$ cat src/rtl/sat_ctrl_gen.sv
// Byte-serial saturating add/sub: collects operand bytes LSB first, then replays
// the raw result bytes with per-word overflow flags for a downstream byte clamp.
module sat_ctrl_gen #(
    parameter int MAX_BYTES = 4,
    parameter int CNT_W     = $clog2(MAX_BYTES) + 1
) (
    input  logic       clk,
    input  logic       rst_n,
    input  logic       in_valid,
    output logic       in_ready,
    input  logic [7:0] in_a,
    input  logic [7:0] in_b,
    input  logic       in_last,
    input  logic       in_sub,
    output logic       out_valid,
    input  logic       out_ready,
    output logic [7:0] out_a,
    output logic       sat_enable,
    output logic       sat_sign,
    output logic       sat_last,
    output logic       err_overlength
);

    localparam int IDX_W = (MAX_BYTES > 1) ? $clog2(MAX_BYTES) : 1;
    localparam logic [CNT_W-1:0] LAST_IDX = CNT_W'(MAX_BYTES - 1);
    localparam logic [CNT_W-1:0] ONE      = CNT_W'(1);

    typedef enum logic {COLLECT, EMIT} state_t;
    state_t state, state_d;

    logic [CNT_W-1:0] wr, rd, len;
    logic [7:0]       data_buf [2**IDX_W];
    logic             carry, sub_q, ovf, sign_q, err_q;

    logic       first, sub_eff, c_in, accept, msb, is_last;
    logic [7:0] beff;
    logic [8:0] sum;

    assign first   = (wr == '0);
    assign sub_eff = first ? in_sub : sub_q;
    assign c_in    = first ? in_sub : carry;
    assign beff    = sub_eff ? ~in_b : in_b;
    assign sum     = {1'b0, in_a} + {1'b0, beff} + {8'd0, c_in};
    assign accept  = in_valid && rst_n && (state == COLLECT);
    // A word never grows past the buffer: the last slot is taken as the MSB byte.
    assign msb     = in_last || (wr == LAST_IDX);
    assign is_last = (rd == len - ONE);
    assign err_overlength = err_q;

    always_comb begin
        state_d    = state;
        in_ready   = 1'b0;
        out_valid  = 1'b0;
        out_a      = 8'd0;
        sat_enable = 1'b0;
        sat_sign   = 1'b0;
        sat_last   = 1'b0;
        case (state)
            COLLECT: begin
                in_ready = rst_n;
                if (accept && msb)
                    state_d = EMIT;
            end
            EMIT: begin
                out_valid  = 1'b1;
                out_a      = data_buf[rd[IDX_W-1:0]];
                sat_enable = ovf;
                sat_sign   = sign_q;
                sat_last   = is_last;
                if (out_ready && is_last)
                    state_d = COLLECT;
            end
            default: state_d = COLLECT;
        endcase
    end

    always_ff @(posedge clk or negedge rst_n) begin
        if (!rst_n)
            state <= COLLECT;
        else
            state <= state_d;
    end

    always_ff @(posedge clk or negedge rst_n) begin
        if (!rst_n) begin
            wr     <= '0;
            rd     <= '0;
            len    <= '0;
            carry  <= 1'b0;
            sub_q  <= 1'b0;
            ovf    <= 1'b0;
            sign_q <= 1'b0;
            err_q  <= 1'b0;
            for (int i = 0; i < 2**IDX_W; i++)
                data_buf[i] <= 8'd0;
        end else begin
            err_q <= 1'b0;
            if (accept) begin
                data_buf[wr[IDX_W-1:0]] <= sum[7:0];
                carry <= sum[8];
                if (first)
                    sub_q <= in_sub;
                if (msb) begin
                    // Signed overflow: operands agree in sign, result does not.
                    ovf    <= (in_a[7] == beff[7]) && (sum[7] != in_a[7]);
                    sign_q <= in_a[7];
                    len    <= wr + ONE;
                    rd     <= '0;
                    err_q  <= !in_last;
                end else begin
                    wr <= wr + ONE;
                end
            end
            if (state == EMIT && out_ready) begin
                if (is_last) begin
                    wr    <= '0;
                    rd    <= '0;
                    carry <= 1'b0;
                end else begin
                    rd <= rd + ONE;
                end
            end
        end
    end

endmodule

$ cat config.mk
export PLATFORM = sky130hd
export DESIGN_NAME = sat_ctrl_gen
export DESIGN_NICKNAME = d
export VERILOG_FILES = /design/src/rtl/sat_ctrl_gen.sv
export SDC_FILE = /design/constraint.sdc
export NUM_CORES = 1
export LEC_CHECK = 0
export CAP_MARGIN = 20
export CORE_MARGIN = 2
export CORE_UTILIZATION = 60
export CTS_BUF_LIST = sky130_fd_sc_hd__clkbuf_4
export DETAILED_ROUTE_END_ITERATION = 12
export GPL_TIMING_DRIVEN = 0
export PLACE_DENSITY = 0.94
export REMOVE_ABC_BUFFERS = 1
export SLEW_MARGIN = 20
export SYNTH_ARGS = -nofsm -noshare
export SYNTH_HDL_FRONTEND = slang
export SYNTH_SLANG_ARGS = --single-unit
$ cat constraint.sdc
create_clock -name clk -period 7.6 [get_ports clk]
set_input_delay 0.76 -clock clk [delete_from_list [all_inputs] [get_ports clk]]
set_output_delay 0.76 -clock clk [all_outputs]
set_load 0.02 [all_outputs]
[Yosys cells after proc, flatten, opt, wreduce, memory -nomap -nowiden]
Cells that the tools add are included.
Word-level totals
  input port bits: 22
  flip-flop bits (word level): 47
  output and inout port bits: 14
  logic and storage cells: 74
Cells by class
  equality and inequality tests: 4
  bitwise gates (word level): 4
  muxes and demuxes: 31
  order comparisons: 3
  reduce and logical (&&, ||, !) cells: 14
  add/subtract/negate cells: 5
Operators by type and width (count)
  two-way mux 8 bit: 5
  bitwise mux 32 bit: 1
  two-way mux 3 bit: 8
  binary-select mux 8 bit (select 2 bit): 1
  demux 8 bit (select 2 bit): 1
  two-way mux 1 bit: 14
  adder 8 x 8 -> 9 bit: 1
  adder 9 x 1 -> 9 bit: 1
  inverter 8 bit: 1
  logical AND 1 bit: 7
  adder 3 x 1 -> 3 bit, second input constant: 2
  greater-or-equal comparator 3 bit, second input constant: 2
  inverter 2 -> 3 bit: 2
  AND reduction 2 bit: 2
  nonzero test 2 bit: 2
  equality test 3 x 2 -> 1 bit, second input constant: 1
  equality test 3 bit: 1
  logical NOT 3 bit: 1
  < comparator 3 x 1 -> 1 bit, second input constant: 1
  subtractor 3 x 1 -> 3 bit, second input constant: 1
  one-hot mux 1 bit (2 select lines): 1
  equality test 1 bit: 1
  logical NOT 1 bit: 1
  logical OR 1 bit: 1
  2 further kinds: 2

[Depth between registers and ports, before layout]
Gate-level depths: netlist of the first run.
  depth in word-level cells: 8
  gate-level depth with buffers: 12
  mapped depth without buffers: 12

[Least setup slack after synthesis of the first run]
Ideal clock, no wire load.
  path kind: input -> register
  from: in in_sub
  to: reg data_buf[14] (netlist name)
  data arrival time: 2.845 ns
  cell stages on the path: 10
  slack: 4.626 ns
  cell sequence: and3_1 -> a21oi_4 -> xor2_1 -> fa_1 -> fa_1 -> nand2b_1 -> a21oi_1 -> a211oi_2 -> xor2_1 -> o21ai_0
On the way
  cells in the longest elaborated chain, start to end: 5
  elaborated cells between the ends (all ways): 6
RTL lines
  start: declaration: RTL line 14  | input logic in_sub,
  two-way mux 1 bit
  two-way mux 8 bit: RTL line 42  | assign beff = sub_eff ? ~in_b : in_b;
  adder 8 x 8 -> 9 bit: RTL line 43  | assign sum = {1'b0, in_a} + {1'b0, beff} + {8'd0, c_in};
  adder 9 x 1 -> 9 bit (*): RTL line 43
  bitwise mux 32 bit (*): RTL line 99  | data_buf[wr[IDX_W-1:0]] <= sum[7:0];
  end signal: indexed assignment: RTL line 99
  end: declaration: RTL line 32  | logic [7:0] data_buf [2**IDX_W];
Mark *: on every way between the ends. The rest lies on a longest branch, timed or not.
A chain may end at the register's enable or synchronous reset.

[Worst setup path in the final report of the first run]
  from: reg rd[0]
  to: out sat_last
On the way
  cells in the longest elaborated chain, start to end: 2
RTL lines
  start: declaration: RTL line 31  | logic [CNT_W-1:0] wr, rd, len;
  start signal: assignment: RTL line 120  | rd <= rd + ONE;
  equality test 3 bit: RTL line 47  | assign is_last = (rd == len - ONE);
  two-way mux 1 bit: RTL line 58  | case (state)
  end: declaration: RTL line 20  | output logic sat_last,
Every way passes these cells.

==> results of run 1 <==
-- flip-flops by register name, summed over array words and instances (netlist names) --
| name | flops |
|---|---|
| data_buf | 32 |
| sub_q | 1 |
| rd | 3 |
| sign_q | 1 |
| len | 3 |
| state | 1 |
| wr | 3 |
| err_overlength | 1 |
| carry | 1 |
| ovf | 1 |
-- critical path: stages, from the launching register on --
cell             delay, ns
dfrtp_1               0.79
xnor2_1               0.18
nor3_1                0.45
and2_1                0.20
clkdlybuf4s50_1       0.59
-- power breakdown --
group	internal, mW	leakage, nW	switching [mW]
combinational	0.373	0.690	0.413
clock	0.0433	0.0361	0.0716
sequential	0.355	0.599	0.0949
total	0.771	1.33	0.579
-- routing by layer --
layer	GRT usage, %	vias up	share of wire, %
met3	4.91	4	6.1
li1	-	920	-
met1	28.7	905	41
met2	36.8	68	52
met5	0	-	0
met4	8.55	0	1.2
-- synthesized netlist by cell type, drive strengths merged --
| cell type | count |
|---|---|
| inv | 8 |
| o31ai | 3 |
| nor2 | 6 |
| o21a | 1 |
| nor3 | 3 |
| nand2 | 44 |
| nand3 | 4 |
| fa | 2 |
| and3 | 1 |
| mux2 | 2 |
| o22a | 1 |
| xor2 | 6 |
| nor3b | 1 |
| nand2b | 4 |
| a211oi | 4 |
| ha | 14 |
| and2 | 12 |
| nor4 | 1 |
| xnor2 | 15 |
| o21ai | 37 |
| a21bo | 1 |
| mux2i | 1 |
| clkbuf | 1 |
| buf | 8 |
| dfrtp | 47 |
| mux4 | 8 |
| nor2b | 1 |
| o211ai | 2 |
| o22ai | 1 |
| a2111o | 1 |
| a21oi | 7 |
-- stage by stage --
stage	worst slack (ns)	total power [mW]
after floorplan	4.62	1.01
after global placement	3.09	1.20
after detailed placement	3.93	1.24
after CTS	4.24	1.35
after global routing	4.04	1.47
final	4.27	1.35
-- logic make-up (layout without fill, tap and decap cells) --
family	count (synthesis)	after routing	share of synthesized area (%)
xor+xnor	21	21	7.35
fa+ha+maj	16	16	8.27
simple gates	77	77	14.1
compound gates	58	58	13.6
buf+inv	17	52	3.41
mux	11	11	8.17
flops	47	47	45.2
-- worst max-delay path by stage --
stage	endpoint	slack, ns	depth (start not counted)
after floorplan	data_buf[30]	4.62	10
after CTS	sat_last	4.24	4
final	sat_last	4.27	4
after detailed placement	data_buf[22]	3.93	11
after global routing	data_buf[14]	4.04	12
after global placement	in_ready	3.09	3
-- cell type report --
type	instances	share of cell area, %
Clock buffer	7	1.73
Timing Repair Buffer	36	12.3
Sequential cell	47	38.7
Inverter	8	0.988
Multi-Input combinational cell	183	44.1
Clock inverter	1	0.165
Tap cell	50	2.06
==> impl_metrics.json, run 1 <==
{
  "status": "complete, no violations",
  "syn_area_um2": 2600,
  "cts_inserted_buffers": 5,
  "yosysUniqueCellTypes": 39,
  "synth_top_cell_by_area": "dfrtp_1",
  "syn-mean-instance-area_um2": 10.5,
  "wirelength_um": 4860,
  "die_h_um": 69.9,
  "yosysSeqAreaShare_pct": 45.2,
  "slew_headroom_pct": 49.5,
  "rsz0062_at_grt": "false",
  "synth_area_leaders": "dfrtp_1 45%, o21ai_0 6.9%, mux4_2 6.9%, ha_1 6.7%, nand2_1 5.8%",
  "setup_viol": 0,
  "antenna_cells": 0,
  "final_cell_area_um2": 3040,
  "placed_area_um2": 2980,
  "initialDrtViolationCount": 113,
  "dp.cells": 324,
  "worstReg2RegStart": "wr[0]",
  "cts_tree": "yes",
  "hold_viol": 0,
  "dr.pass1.iters": 4,
  "htreeDepth": 2,
  "nFillCells": 270,
  "reg2reg_depth": 12,
  "regArea_um2": 1180,
  "ir_worst_vdd_uv": 307,
  "finalCritPeriodShare_pct": 43.9,
  "rrSetupSlack_ns": 4.30,
  "io_buffers": 35,
  "coreArea_um2": 4090,
  "p_per_area_nw_per_um2": 445,
  "drive_gt1_share_pct": 11.3,
  "required_ns": 6.84,
  "cts_root_buffer": "clkbuf_4",
  "route.detailed.drc": 0,
  "hold_buffers": 0,
  "postCtsSetupRepairBufs": 0,
  "num_vias": 1897,
  "via_per_inst": 5.71,
  "area_growth_pct": 16.7,
  "path_class": "reg -> out",
  "slew_violations": 0,
  "hold_ws_ns": 0.389,
  "layout_min_cycle_time_ns": 3.33,
  "overflow": 0,
  "grt_pass1_wl_um": 8560,
  "gp_congestion": 0.798,
  "final_common_cell": "dfrtp_1",
  "io_pins": 36,
  "avgRoutedWirePerCell_um": 14.6,
  "leakagePower_nw": 1.33,
  "crit_start": "rd[0]",
  "clk_path_buf_depth": 2,
  "hold_class": "in -> async",
  "path_max_fanout": 12,
  "start_util_pct": 63.7,
  "finalNetCount": 319,
  "skew_ns": 0.00690,
  "synth_cells": 247,
  "ys_warn_count": 0,
  "num_rows": 23,
  "cts_sinks": 47,
  "dieArea_um2": 4880,
  "track_usage_pct": 22.2,
  "clk_pin_slew_worst_paths_ns": 0.12,
  "finish.utilization_pct": 74.3,
  "fin_tns_setup_ns": 0,
  "antenna_found_initial": 0,
  "ant_nets": 0,
  "r2r_end": "data_buf[14]",
  "crit_arrival_ns": 2.57,
  "cp-start-kind": "flop",
  "fmax_mhz": 300,
  "max_cap_violations": 0,
  "die_w_um": 69.9,
  "clk_latency_ns": 0.36,
  "multiInputGateArea_um2": 1340,
  "final_cell_mix": "47 x dfrtp_1, 40 x nand2_1, 36 x o21ai_0",
  "ys_ff_latch": 47,
  "synthDominantCellAreaShare_pct": 45.2,
  "place_hpwl_um": 3650,
  "end_kind": "output pin",
  "grt_max_degree": 26,
  "grt_pass1_vias": 1877,
  "final_cell_count_no_fill": 332,
  "postCtsResizedCells": 0,
  "tightest_slew_ns": 0.750
}
No activity file was read; power rests on OpenSTA's default activity.
==> run 2: changes to the inputs <==
- CORE_UTILIZATION: 60 -> 57
- PLACE_DENSITY: 0.94 -> 0.91
- clock period: 7.6 -> 3.45 ns (I/O delays scaled with it)
==> impl_metrics.json, run 2 (synthesis gave the netlist of run 1 again) <==
{
  "status": "complete, no violations",
  "power_mw": 3.10,
  "grt_pass1_wl_um": 8930,
  "r2r_end": "data_buf[22]",
  "clk_pin_slew_worst_paths_ns": 0.14,
  "crit_start": "wr[0]",
  "worst-path-buf-inv": 1,
  "power_switching_mw": 1.31,
  "track_usage_pct": 22.7,
  "regMostFlops": "data_buf",
  "multiInputGateArea_um2": 1340,
  "regArea_um2": 1180,
  "drive_gt1_share_pct": 11.9,
  "die_h_um": 71.6,
  "fmax_mhz": 322,
  "switching_share_pct": 42.3,
  "power_frac_clock_pct": 10.5,
  "cts_inserted_buffers": 5,
  "clk_path_buf_depth": 2,
  "skew_ns": 0.0134,
  "antenna_cells": 0,
  "cpMaxStageDelayCell": "dfrtp_1",
  "max_cap_violations": 0,
  "place_hpwl_um": 3870,
  "area_growth_pct": 18.7,
  "hold_viol": 0,
  "htreeDepth": 2,
  "dr.pass1.iters": 4,
  "required_ns": 3.70,
  "crit_arrival_ns": 3.36,
  "finalNetCount": 323,
  "gp_congestion": 0.767,
  "slew_violations": 0,
  "pwr-share-seq_pct": 32.1,
  "path_max_fanout": 5,
  "coreArea_um2": 4380,
  "route.detailed.drc": 0,
  "antenna_found_initial": 0,
  "io_pins": 36,
  "place_ws_ns": 0.218,
  "ant_nets": 0,
  "nFillCells": 301,
  "setup_viol": 0,
  "final_common_cell": "dfrtp_1",
  "die_w_um": 71.6,
  "critical-path-top-delay-family": "adder cells",
  "leakagePower_nw": 1.35,
  "finalCritPeriodShare_pct": 90.1,
  "cts_tree": "yes",
  "crit_end": "data_buf[22]",
  "fin_ws_ns": 0.342,
  "slowest_delay_ns": 0.46,
  "slew_headroom_pct": 42.2,
  "io_buffers": 35,
  "end_kind": "flop",
  "path_cells": "inv_1, ha_1, and3_1, a21oi_4, xor2_1, fa_1, fa_1, nand2b_1, a21oi_1, a211oi_2, xor2_1, o21ai_0",
  "worstReg2RegStart": "wr[0]",
  "crit_cells": 12,
  "wirelength_um": 5190,
  "initialDrtViolationCount": 109,
  "largest_reg_flops": 32,
  "num_vias": 1950,
  "rsz0062_at_grt": "false",
  "tightest_slew_ns": 0.859,
  "internal-power_mw": 1.79,
  "start_util_pct": 59.4,
  "p_comb_share_pct": 57.4,
  "cts_root_buffer": "clkbuf_4",
  "via_per_inst": 5.77,
  "avgRoutedWirePerCell_um": 15.3,
  "ir_worst_vdd_uv": 656,
  "p_per_area_nw_per_um2": 1000,
  "cts_sinks": 47,
  "layout_min_cycle_time_ns": 3.11,
  "path_class": "reg -> reg",
  "rrSetupSlack_ns": 0.34,
  "overflow": 0,
  "cp-start-kind": "flop",
  "clk_latency_ns": 0.38,
  "finish.utilization_pct": 70.5,
  "final_cell_mix": "47 x dfrtp_1, 40 x nand2_1, 36 x o21ai_0",
  "grt_pass1_vias": 1925,
  "reg2reg_depth": 12,
  "grt_max_degree": 26,
  "hold_class": "in -> async",
  "dieArea_um2": 5120,
  "num_rows": 24
}
[run 2: layer usage]
layer | wire length, µm | part of all wire, % | up-vias | GRT usage (%)
met5 | 0 | 0 | - | 0
met4 | 107 | 2.1 | 0 | 9.85
met3 | 224 | 4.3 | 8 | 4.36
met2 | 2680 | 52 | 51 | 37.3
met1 | 2180 | 42 | 969 | 29.5
li1 | - | - | 922 | -
[run 2: cell type report]
class	count	share of cell area [%]
Inverter	8	0.971
Sequential cell	47	38.0
Timing Repair Buffer	40	13.1
Clock buffer	5	1.21
Tap cell	52	2.10
Clock inverter	3	1.25
Multi-Input combinational cell	183	43.3
[run 2: per-stage QoR]
step	cell area, µm²	TNS (ns)	hold WS [ns]	std cells
after floorplan	2540	0	0.0494	238
after global placement	2960	-11.43	0.458	325
after detailed placement	2980	0	0.381	326
after CTS	3070	0	0.497	335
after global routing	3090	0	0.509	338
final	3090	0	0.492	338
[run 2: how the worst min path moves through the flow]
stage | to | slack [ns] | depth (start not counted)
final | data_buf[3] | 0.49 | 2
after global routing | data_buf[4] | 0.51 | 2
after CTS | data_buf[3] | 0.50 | 2
after detailed placement | data_buf[2] | 0.38 | 1
after global placement | data_buf[30] | 0.46 | 2
after floorplan | carry | 0.05 | 0
[run 2: timing repair]
| action | in CTS | in global routing |
|---|---|---|
| setup buffers | 0 | 3 |
| hold buffers | 1 | 0 |
| endpoints found under the hold margin | 24 | 0 |
| endpoints found under the setup margin | 0 | 4 |
| gates resized for setup | 0 | 0 |
[run 2: power groups by stage]
stage / clock, mW / combinational, mW / sequential (mW)
3_5_place_dp: 0 / 1.73 / 1.01
3_3_place_gp: 0 / 1.65 / 0.987
5_1_grt: 0.355 / 1.98 / 1.03
2_1_floorplan: 0 / 1.27 / 0.943
6_report: 0.325 / 1.78 / 0.994
4_1_cts: 0.326 / 1.74 / 0.995
